[src/rtl/pipelined_controller.sv]
// pipelined_controller
// Control path of a five-stage RV32I pipeline. Decode is combinational; the
// control word then travels through D->E, E->M and M->W registers, each of
// which can be held, flushed or loaded with a bubble by the hazard unit.
// Optional feature macro: CTRL_PERF_EN adds the RetireCnt/TakenCnt
// performance counters. Without it, those ports and their logic are absent.
module pipelined_controller #(
  parameter int ALUCTRL_W = 4,
  parameter int CNT_W     = 32
) (
  input  logic                 clk,
  input  logic                 reset,
  input  logic [6:0]           opD,
  input  logic [2:0]           funct3D,
  input  logic                 funct7b5D,
  input  logic                 ZeroE,
  input  logic                 LtE,
  input  logic                 LtuE,
  input  logic                 stallE,
  input  logic                 stallM,
  input  logic                 flushE,
  input  logic                 flushM,
  output logic [2:0]           ImmSrcD,
  output logic                 IllegalD,
  output logic [ALUCTRL_W-1:0] ALUControlE,
  output logic                 ALUSrcE,
  output logic                 JumpE,
  output logic                 JalrE,
  output logic                 PCSrcE,
  output logic [1:0]           ResultSrcE,
  output logic [1:0]           ResultSrcM,
  output logic [1:0]           ResultSrcW,
  output logic                 MemWriteM,
  output logic                 RegWriteM,
  output logic                 RegWriteW,
  output logic [2:0]           Funct3M
`ifdef CTRL_PERF_EN
  ,
  output logic [CNT_W-1:0]     RetireCnt,
  output logic [CNT_W-1:0]     TakenCnt
`endif
);

  localparam logic [6:0] OP_LOAD   = 7'b0000011;
  localparam logic [6:0] OP_STORE  = 7'b0100011;
  localparam logic [6:0] OP_RTYPE  = 7'b0110011;
  localparam logic [6:0] OP_IALU   = 7'b0010011;
  localparam logic [6:0] OP_BRANCH = 7'b1100011;
  localparam logic [6:0] OP_JAL    = 7'b1101111;
  localparam logic [6:0] OP_JALR   = 7'b1100111;
  localparam logic [6:0] OP_LUI    = 7'b0110111;
  localparam logic [6:0] OP_AUIPC  = 7'b0010111;

  localparam logic [2:0] IMM_I = 3'b000;
  localparam logic [2:0] IMM_S = 3'b001;
  localparam logic [2:0] IMM_B = 3'b010;
  localparam logic [2:0] IMM_J = 3'b011;
  localparam logic [2:0] IMM_U = 3'b100;

  localparam logic [3:0] ALU_ADD  = 4'd0;
  localparam logic [3:0] ALU_SUB  = 4'd1;
  localparam logic [3:0] ALU_AND  = 4'd2;
  localparam logic [3:0] ALU_OR   = 4'd3;
  localparam logic [3:0] ALU_XOR  = 4'd4;
  localparam logic [3:0] ALU_SLT  = 4'd5;
  localparam logic [3:0] ALU_SLTU = 4'd6;
  localparam logic [3:0] ALU_SLL  = 4'd7;
  localparam logic [3:0] ALU_SRL  = 4'd8;
  localparam logic [3:0] ALU_SRA  = 4'd9;

  localparam logic [1:0] RES_ALU = 2'b00;
  localparam logic [1:0] RES_MEM = 2'b01;
  localparam logic [1:0] RES_PC4 = 2'b10;
  localparam logic [1:0] RES_IMM = 2'b11;

  // An all-zero word of any of these structs is a bubble.
  typedef struct packed {
    logic                 valid;
    logic                 regWrite;
    logic [1:0]           resultSrc;
    logic                 memWrite;
    logic                 branch;
    logic                 jump;
    logic                 jalr;
    logic                 aluSrc;
    logic [ALUCTRL_W-1:0] aluControl;
    logic [2:0]           funct3;
  } ctrlET;

  typedef struct packed {
    logic       valid;
    logic       regWrite;
    logic [1:0] resultSrc;
    logic       memWrite;
    logic [2:0] funct3;
  } ctrlMT;

  typedef struct packed {
    logic       valid;
    logic       regWrite;
    logic [1:0] resultSrc;
  } ctrlWT;

  ctrlET ctrlD;
  ctrlET ctrlE;
  ctrlMT ctrlM;
  ctrlMT ctrlEtoM;
  ctrlWT ctrlW;
  ctrlWT ctrlMtoW;
  logic  [3:0] aluCode;
  logic  stallAnyE;
  logic  branchCond;

  // ALU operation for R-type and I-ALU; SUB only exists for register operands.
  function automatic logic [3:0] aluDecode(input logic [2:0] f3, input logic f7b5,
                                           input logic opBit5);
    logic [3:0] code;
    case (f3)
      3'b000:  code = (f7b5 & opBit5) ? ALU_SUB : ALU_ADD;
      3'b001:  code = ALU_SLL;
      3'b010:  code = ALU_SLT;
      3'b011:  code = ALU_SLTU;
      3'b100:  code = ALU_XOR;
      3'b101:  code = f7b5 ? ALU_SRA : ALU_SRL;
      3'b110:  code = ALU_OR;
      3'b111:  code = ALU_AND;
      default: code = ALU_ADD;
    endcase
    return code;
  endfunction

  // Branch condition from the ALU flags; 010/011 are not branch encodings.
  function automatic logic branchTaken(input logic [2:0] f3, input logic z,
                                       input logic lt, input logic ltu);
    logic taken;
    case (f3)
      3'b000:  taken = z;
      3'b001:  taken = ~z;
      3'b100:  taken = lt;
      3'b101:  taken = ~lt;
      3'b110:  taken = ltu;
      3'b111:  taken = ~ltu;
      default: taken = 1'b0;
    endcase
    return taken;
  endfunction

  // Decode: build the control word; unknown opcodes become a bubble.
  always_comb begin
    ctrlD    = '0;
    ImmSrcD  = IMM_I;
    IllegalD = 1'b0;
    aluCode  = ALU_ADD;
    case (opD)
      OP_LOAD: begin
        ctrlD.valid = 1'b1; ctrlD.regWrite = 1'b1; ctrlD.resultSrc = RES_MEM;
        ctrlD.aluSrc = 1'b1; ImmSrcD = IMM_I;
      end
      OP_STORE: begin
        ctrlD.valid = 1'b1; ctrlD.memWrite = 1'b1; ctrlD.aluSrc = 1'b1;
        ImmSrcD = IMM_S;
      end
      OP_RTYPE: begin
        ctrlD.valid = 1'b1; ctrlD.regWrite = 1'b1; ctrlD.resultSrc = RES_ALU;
        aluCode = aluDecode(funct3D, funct7b5D, opD[5]);
      end
      OP_IALU: begin
        ctrlD.valid = 1'b1; ctrlD.regWrite = 1'b1; ctrlD.resultSrc = RES_ALU;
        ctrlD.aluSrc = 1'b1; ImmSrcD = IMM_I;
        aluCode = aluDecode(funct3D, funct7b5D, opD[5]);
      end
      OP_BRANCH: begin
        ctrlD.valid = 1'b1; ctrlD.branch = 1'b1; ImmSrcD = IMM_B;
        aluCode = ALU_SUB;
      end
      OP_JAL: begin
        ctrlD.valid = 1'b1; ctrlD.regWrite = 1'b1; ctrlD.resultSrc = RES_PC4;
        ctrlD.jump = 1'b1; ImmSrcD = IMM_J;
      end
      OP_JALR: begin
        ctrlD.valid = 1'b1; ctrlD.regWrite = 1'b1; ctrlD.resultSrc = RES_PC4;
        ctrlD.jump = 1'b1; ctrlD.jalr = 1'b1; ctrlD.aluSrc = 1'b1; ImmSrcD = IMM_I;
      end
      OP_LUI: begin
        ctrlD.valid = 1'b1; ctrlD.regWrite = 1'b1; ctrlD.resultSrc = RES_IMM;
        ImmSrcD = IMM_U;
      end
      OP_AUIPC: begin
        ctrlD.valid = 1'b1; ctrlD.regWrite = 1'b1; ctrlD.resultSrc = RES_ALU;
        ctrlD.aluSrc = 1'b1; ImmSrcD = IMM_U;
      end
      default: IllegalD = 1'b1;
    endcase
    if (IllegalD) begin
      ctrlD.funct3 = 3'b000;
    end else begin
      ctrlD.funct3 = funct3D;
      ctrlD.aluControl[3:0] = aluCode;
    end
  end

  // A memory-stage stall also freezes Execute.
  assign stallAnyE = stallE | stallM;

  // Field forwarding between stages.
  always_comb begin
    ctrlEtoM.valid     = ctrlE.valid;
    ctrlEtoM.regWrite  = ctrlE.regWrite;
    ctrlEtoM.resultSrc = ctrlE.resultSrc;
    ctrlEtoM.memWrite  = ctrlE.memWrite;
    ctrlEtoM.funct3    = ctrlE.funct3;
    ctrlMtoW.valid     = ctrlM.valid;
    ctrlMtoW.regWrite  = ctrlM.regWrite;
    ctrlMtoW.resultSrc = ctrlM.resultSrc;
  end

  // D->E register: flush beats stall; a held register keeps its instruction.
  always_ff @(posedge clk or negedge reset) begin
    if (!reset) begin
      ctrlE <= '0;
    end else if (flushE) begin
      ctrlE <= '0;
    end else if (stallAnyE) begin
      ctrlE <= ctrlE;
    end else begin
      ctrlE <= ctrlD;
    end
  end

  // E->M register: a stalled Execute stage sends a bubble downstream.
  always_ff @(posedge clk or negedge reset) begin
    if (!reset) begin
      ctrlM <= '0;
    end else if (flushM) begin
      ctrlM <= '0;
    end else if (stallM) begin
      ctrlM <= ctrlM;
    end else if (stallE) begin
      ctrlM <= '0;
    end else begin
      ctrlM <= ctrlEtoM;
    end
  end

  // M->W register: a stalled Memory stage sends a bubble to Writeback.
  always_ff @(posedge clk or negedge reset) begin
    if (!reset) begin
      ctrlW <= '0;
    end else if (stallM) begin
      ctrlW <= '0;
    end else begin
      ctrlW <= ctrlMtoW;
    end
  end

  // Redirect only when the instruction actually leaves Execute, so it fires once.
  assign branchCond = branchTaken(ctrlE.funct3, ZeroE, LtE, LtuE);
  assign PCSrcE     = ctrlE.valid & ~stallAnyE & ((ctrlE.branch & branchCond) | ctrlE.jump);

  assign ALUControlE = ctrlE.aluControl;
  assign ALUSrcE     = ctrlE.aluSrc;
  assign JumpE       = ctrlE.jump;
  assign JalrE       = ctrlE.jalr;
  assign ResultSrcE  = ctrlE.resultSrc;
  assign ResultSrcM  = ctrlM.resultSrc;
  assign ResultSrcW  = ctrlW.resultSrc;
  assign Funct3M     = ctrlM.funct3;
  // Write enables are qualified by valid so a corrupted bubble cannot write.
  assign MemWriteM   = ctrlM.memWrite & ctrlM.valid;
  assign RegWriteM   = ctrlM.regWrite & ctrlM.valid;
  assign RegWriteW   = ctrlW.regWrite & ctrlW.valid;

`ifdef CTRL_PERF_EN
  // Retirement counter: one count per valid instruction reaching Writeback.
  always_ff @(posedge clk or negedge reset) begin
    if (!reset) begin
      RetireCnt <= '0;
    end else if (ctrlW.valid) begin
      RetireCnt <= RetireCnt + {{(CNT_W-1){1'b0}}, 1'b1};
    end else begin
      RetireCnt <= RetireCnt;
    end
  end

  // Redirect counter: one count per cycle a PC redirect is issued.
  always_ff @(posedge clk or negedge reset) begin
    if (!reset) begin
      TakenCnt <= '0;
    end else if (PCSrcE) begin
      TakenCnt <= TakenCnt + {{(CNT_W-1){1'b0}}, 1'b1};
    end else begin
      TakenCnt <= TakenCnt;
    end
  end
`endif

endmodule

[config.mk]
export PLATFORM = sky130hd
export DESIGN_NAME = pipelined_controller
export DESIGN_NICKNAME = d
export VERILOG_FILES = /design/src/rtl/pipelined_controller.sv
export SDC_FILE = /design/constraint.sdc
export NUM_CORES = 1
export LEC_CHECK = 0
export ABC_AREA = 1
export CAP_MARGIN = 20
export CORE_ASPECT_RATIO = 1.4
export CORE_MARGIN = 10
export CORE_UTILIZATION = 45
export CTS_CLUSTER_DIAMETER = 60
export DETAILED_ROUTE_END_ITERATION = 8
export HOLD_SLACK_MARGIN = 0.05
export PLACE_DENSITY_LB_ADDON = 0.25
export SYNTH_ARGS = -nofsm -noshare
export SYNTH_HDL_FRONTEND = slang
export SYNTH_SLANG_ARGS = --single-unit
[constraint.sdc]
create_clock -name clk -period 3.3 [get_ports clk]
set_input_delay 0.66 -clock clk [delete_from_list [all_inputs] [get_ports clk]]
set_output_delay 0.66 -clock clk [all_outputs]
set_load 0.02 [all_outputs]
-- Word level (Yosys, flattened, before mapping)
Cells that the tools add are included.
- register bits: 28
- bitwise operators: 13
- equal/unequal tests: 23
- reduce and logical (&&, ||, !) cells: 8
- multiplexer cells: 22
- operators by type and width (cell ; count):
    $mux W16 ; 2
    $pmux W4 S8 ; 1
    $eq A3 B3 Y1 const B ; 8
    $mux W8 ; 3
    $pmux W3 S4 ; 2
    $eq A7 B6 Y1 const B ; 3
    $eq A7 B7 Y1 const B ; 3
    $eq A7 B5 Y1 const B ; 2
    $mux W1 ; 9
    $reduce_or A9 Y1 ; 1
    $mux W4 ; 2
    $pmux W4 S2 ; 1
    $and A1 B1 Y1 ; 7
    $eq A7 B2 Y1 const B ; 1
    $eq A3 B1 Y1 const B ; 2
    $eq A3 B2 Y1 const B ; 2
    $logic_not A3 Y1 ; 2
    $pmux W1 S6 ; 1
    $reduce_or A2 Y1 ; 3
    $reduce_or A5 Y1 ; 1
    $not A1 Y1 ; 4
    $mux W3 ; 1
    $reduce_or A3 Y1 ; 1
    $ne A2 B1 Y1 const B ; 1
    2 further kinds ; 3

-- Logic depth before layout (Yosys ltp)
- depth after elaboration: 7
- gate-level depth with buffers: 9
- gate-level depth less buffers: 9

-- Least setup slack after synthesis
Ideal clock, no wire load.
- kind: input-to-output
- start: input opD[1]
- end: output IllegalD
- required time: 2.640 ns
- stages on the path: 7
- slack: 1.288 ns
- arrival time: 1.352 ns
- buffers on the path: 0
- cells stage by stage: nand2_1 -> nor2_1 -> nand2_1 -> nand2_2 -> nor2_2 -> nand2_2 -> inv_1
- longest elaborated chain between the ends: 3
- elaborated cells between the ends (all ways): 11
- ends and longest elaborated chain (item ; line ; RTL):
    from (decl) ; 13 ; input logic [6:0] opD,
    $eq A7 B5 Y1 (tied with other cells) ; 154 ; case (opD)
    $reduce_or A9 Y1 (no line) * ; n/a ;
    $mux W1 * ; 154 ;
    to (decl) ; 24 ; output logic IllegalD,
Mark *: on every way between the ends. The rest lies on a longest branch, timed or not.

-- Worst setup path after layout
- start: input opD[4]
- end: output IllegalD
Same word-level chain as after synthesis.

==> results.yml <==
drt:
  route.final.wire_length_mm: 3.55
  antenna_violating_nets_post_route: 0
  first_pass_drt_iterations: 5
  route.detailed.wl_per_inst_um: 13.2
  route.detailed.drc: 0
  dr.first_iter.drc_count: 95
  routed-via-count: 1320
  via_per_inst: 4.89
critical_path:
  worst-r2r-setup-slack_ps: 2490
  critical_path.startpoint_type: "input port"
  worst-path-max-fanout: 5
  regToRegEndpoint: "Funct3M[0]$_DFFE_PN0P_"
  criticalPathCategory: "input port to primary output"
  critPathRequiredTime_ps: 2640
  crit_start: "opD[4]"
  crit_end: "IllegalD"
  critical_path_arrival_ps: 2390
  worst_reg2reg_path_length_in_cells: 2
  r2r_start: "ctrlE[0]$_DFFE_PN0P_"
  critical_path.endpoint_type: "primary output"
power:
  power_mw: 0.643
  vdd_drop_max_mv: 0.173
  power.switching_fraction: 0.243
  sequentialPowerShare: 0.537
  switchingPower_mw: 0.156
  p_int_mw: 0.486
  clock_power_share: 0.332
  total_leakage_power_nw: 0.963
  pwr_density_cell_mw_per_mm2: 319
  share_comb_of_total_power: 0.131
grt:
  grt_pass1_wl_mm: 6.41
  grt_pass1_vias: 1417
  largest_net_degree_at_the_start_of_global_routing: 29
  grt_antenna_before_repair: 0
  grt_overflow_total: 0
  global_route.usage.total: 0.121
logic_synthesis:
  synth.top_cells.by_area: "sky130_fd_sc_hd__dfrtp_1, sky130_fd_sc_hd__nand2_1, sky130_fd_sc_hd__buf_4"
  yosysSeqAreaShare: 0.447
  synthCells: 195
  syn_area_per_cell_um2: 8.03
  synth_fp_nets: 215
  synthFlopType: "sky130_fd_sc_hd__dfrtp_1"
  synth_enable_flop_cells: 0
  synth.top_cell.area_share: 0.447
  synthTopCellsByCount: "sky130_fd_sc_hd__nand2_1, sky130_fd_sc_hd__dfrtp_1, sky130_fd_sc_hd__inv_1"
  postSynth.asyncResetShare: 1.00
  synthMostInstantiatedCell: "sky130_fd_sc_hd__nand2_1"
  synth.yosys.warnings: 0
  ys_ff_latch: 28
  synthesis.area_mm2: 0.00157
  synth_top_cell_by_area: "sky130_fd_sc_hd__dfrtp_1"
  yosys.cell_types.count: 28
floorplanning:
  coreArea_mm2: 0.00338
  initial_core_util: 0.464
  placement_rows: 25
  die_x_um: 69.9
  die_height_um: 89.8
  pin_count: 44
  die-area_mm2: 0.00627
job:
  timing.max_cap.violations: 0
cts:
  post_cts_buffers: 0
  cts.sinks: 28
  clk_pin_slew_ps: 90
  cts-buffers-inserted: 3
  max-clock-path-buffers: 2
  cts_hold_buf: 0
  ctsHtreeMaxLevel: 1
  clock_tree.root_cell: "sky130_fd_sc_hd__clkbuf_8"
  insertion_delay_ps: 270
  tritoncts_clock_tree: "built"
  ctsResizeCount: 0
timing:
  final-hold-violation-count: 0
  max_freq_ghz: 0.327
  fin_crit_sh: 0.925
  grt_setup_unrepaired: "false"
  final-max-slew-violation-count: 0
  timing.max_slew.rel_slack: 0.762
  clock_skew_ps: 1.94
  setup_tns_ps: 0
  finalSetupViolations: 0
  max_slew.worst_pin.slew_ps: 358
  post-route-min-period_ps: 3050
finish:
  nets: 251
  share_of_layout_cells_above_drive_strength_1: 0.152
  antenna-diode-count: 0
  layout.filler_cells: 314
  multi_input_comb_area_um2: 639
  final-seq-area_um2: 701
  syn2layout_area_growth_pct: 28.8
place:
  gp_routability_congestion: 0.844
  dp.final_hpwl_mm: 2.91
  port-buffer-count: 43
outcome:
  status: "finished, final reports clean"
worst_hold_path:
  min_from: "ALUControlE[3]$_DFFE_PN0P_"
  hp-class: "flop to flop"
[how the worst min path moves through the flow]
stage,slack [ps],cells after the start,to
global placement,470,2,ALUControlE[2]$_DFFE_PN0P_
detailed placement,480,2,ALUControlE[2]$_DFFE_PN0P_
finish,490,2,ALUControlE[3]$_DFFE_PN0P_
floorplan,360,0,ALUControlE[0]$_DFFE_PN0P_
global route,530,2,ALUControlE[2]$_DFFE_PN0P_
CTS,500,2,ALUControlE[2]$_DFFE_PN0P_
[area by class of cell]
cell class | count | share of cell area
clock buffer | 4 | 0.0273
inverter | 31 | 0.0589
multi-input combinational | 121 | 0.317
sequential | 28 | 0.347
tap | 40 | 0.0248
timing repair buffer | 46 | 0.225
[through the flow]
| step | utilization | cells | setup WS (ps) | hold WS (ps) | area, µm² |
|---|---|---|---|---|---|
| after detailed placement | 0.581 | 266 | 259 | 477 | 1960 |
| final | 0.597 | 270 | 246 | 494 | 2020 |
| after global routing | 0.597 | 270 | 115 | 532 | 2020 |
| after CTS | 0.597 | 270 | 253 | 500 | 2020 |
| after floorplan | - | 195 | 1290 | 364 | 1570 |
| after global placement | 0.581 | 266 | 273 | 473 | 1960 |
[sequential cells by signal, indices dropped and copies added, names as in the netlist, 2 cells and up]
name / count
ctrlW: 2
ResultSrcW: 2
ALUControlE: 4
Funct3M: 3
ctrlE: 7
ctrlM: 3
ResultSrcE: 2
ResultSrcM: 2
[power by group through the flow]
stage	combinational, mW	clock [mW]	sequential, mW
floorplan	0.0370	0	0.352
global placement	0.0846	0	0.352
detailed placement	0.0850	0	0.352
CTS	0.0853	0.217	0.345
global route	0.0949	0.232	0.345
finish	0.0842	0.213	0.345
[per-layer routing]
| layer | part of all wire | vias up | GRT usage |
|---|---|---|---|
| met5 | 0 | - | 0 |
| met4 | 0.024 | 0 | 0.0644 |
| met3 | 0.059 | 4 | 0.0319 |
| met2 | 0.49 | 35 | 0.197 |
| met1 | 0.42 | 601 | 0.139 |
| li1 | - | 680 | - |
[cell families (layout without fill, tap and decap cells)]
| logic type | Yosys count | in the layout | share of synthesized area |
|---|---|---|---|
| AND/OR/NAND/NOR | 98 | 98 | 0.316 |
| buffers and inverters | 46 | 81 | 0.145 |
| AO/OA/AOI/OAI | 23 | 23 | 0.0919 |
| flip-flops | 28 | 28 | 0.447 |
[critical path, cell delays in order]
cell	delay, ps
sky130_fd_sc_hd__clkdlybuf4s50_1	530
sky130_fd_sc_hd__inv_2	80
sky130_fd_sc_hd__nand3_2	90
sky130_fd_sc_hd__inv_2	50
sky130_fd_sc_hd__nand2_1	80
sky130_fd_sc_hd__nand2_2	70
sky130_fd_sc_hd__nor2_2	90
sky130_fd_sc_hd__nand2_2	90
sky130_fd_sc_hd__inv_1	60
sky130_fd_sc_hd__clkdlybuf4s50_1	600
[cells in the final DEF, fill, tap and decap left out]
master	instances
sky130_fd_sc_hd__nand2_1	43
sky130_fd_sc_hd__clkdlybuf4s50_1	43
sky130_fd_sc_hd__dfrtp_1	28
sky130_fd_sc_hd__inv_1	25
sky130_fd_sc_hd__nand3_1	17
sky130_fd_sc_hd__nor2_1	13
sky130_fd_sc_hd__inv_2	5
sky130_fd_sc_hd__nand3_2	5
sky130_fd_sc_hd__nand2_2	5
sky130_fd_sc_hd__o21ai_0	5
sky130_fd_sc_hd__nor2_2	4
sky130_fd_sc_hd__a21oi_1	4
sky130_fd_sc_hd__o31ai_1	4
sky130_fd_sc_hd__clkbuf_8	4
sky130_fd_sc_hd__nor2_4	3
sky130_fd_sc_hd__o21ai_1	3
sky130_fd_sc_hd__buf_4	3
sky130_fd_sc_hd__nand4_1	2
sky130_fd_sc_hd__nor3_2	2
sky130_fd_sc_hd__nor3_1	2
sky130_fd_sc_hd__o211ai_1	2
sky130_fd_sc_hd__or2_2	1
sky130_fd_sc_hd__nand2_4	1
sky130_fd_sc_hd__inv_4	1
sky130_fd_sc_hd__o21ai_2	1
sky130_fd_sc_hd__o32ai_1	1
sky130_fd_sc_hd__a21boi_0	1
sky130_fd_sc_hd__a22oi_1	1
sky130_fd_sc_hd__o22ai_1	1
Power figures use the tool's default switching activity.
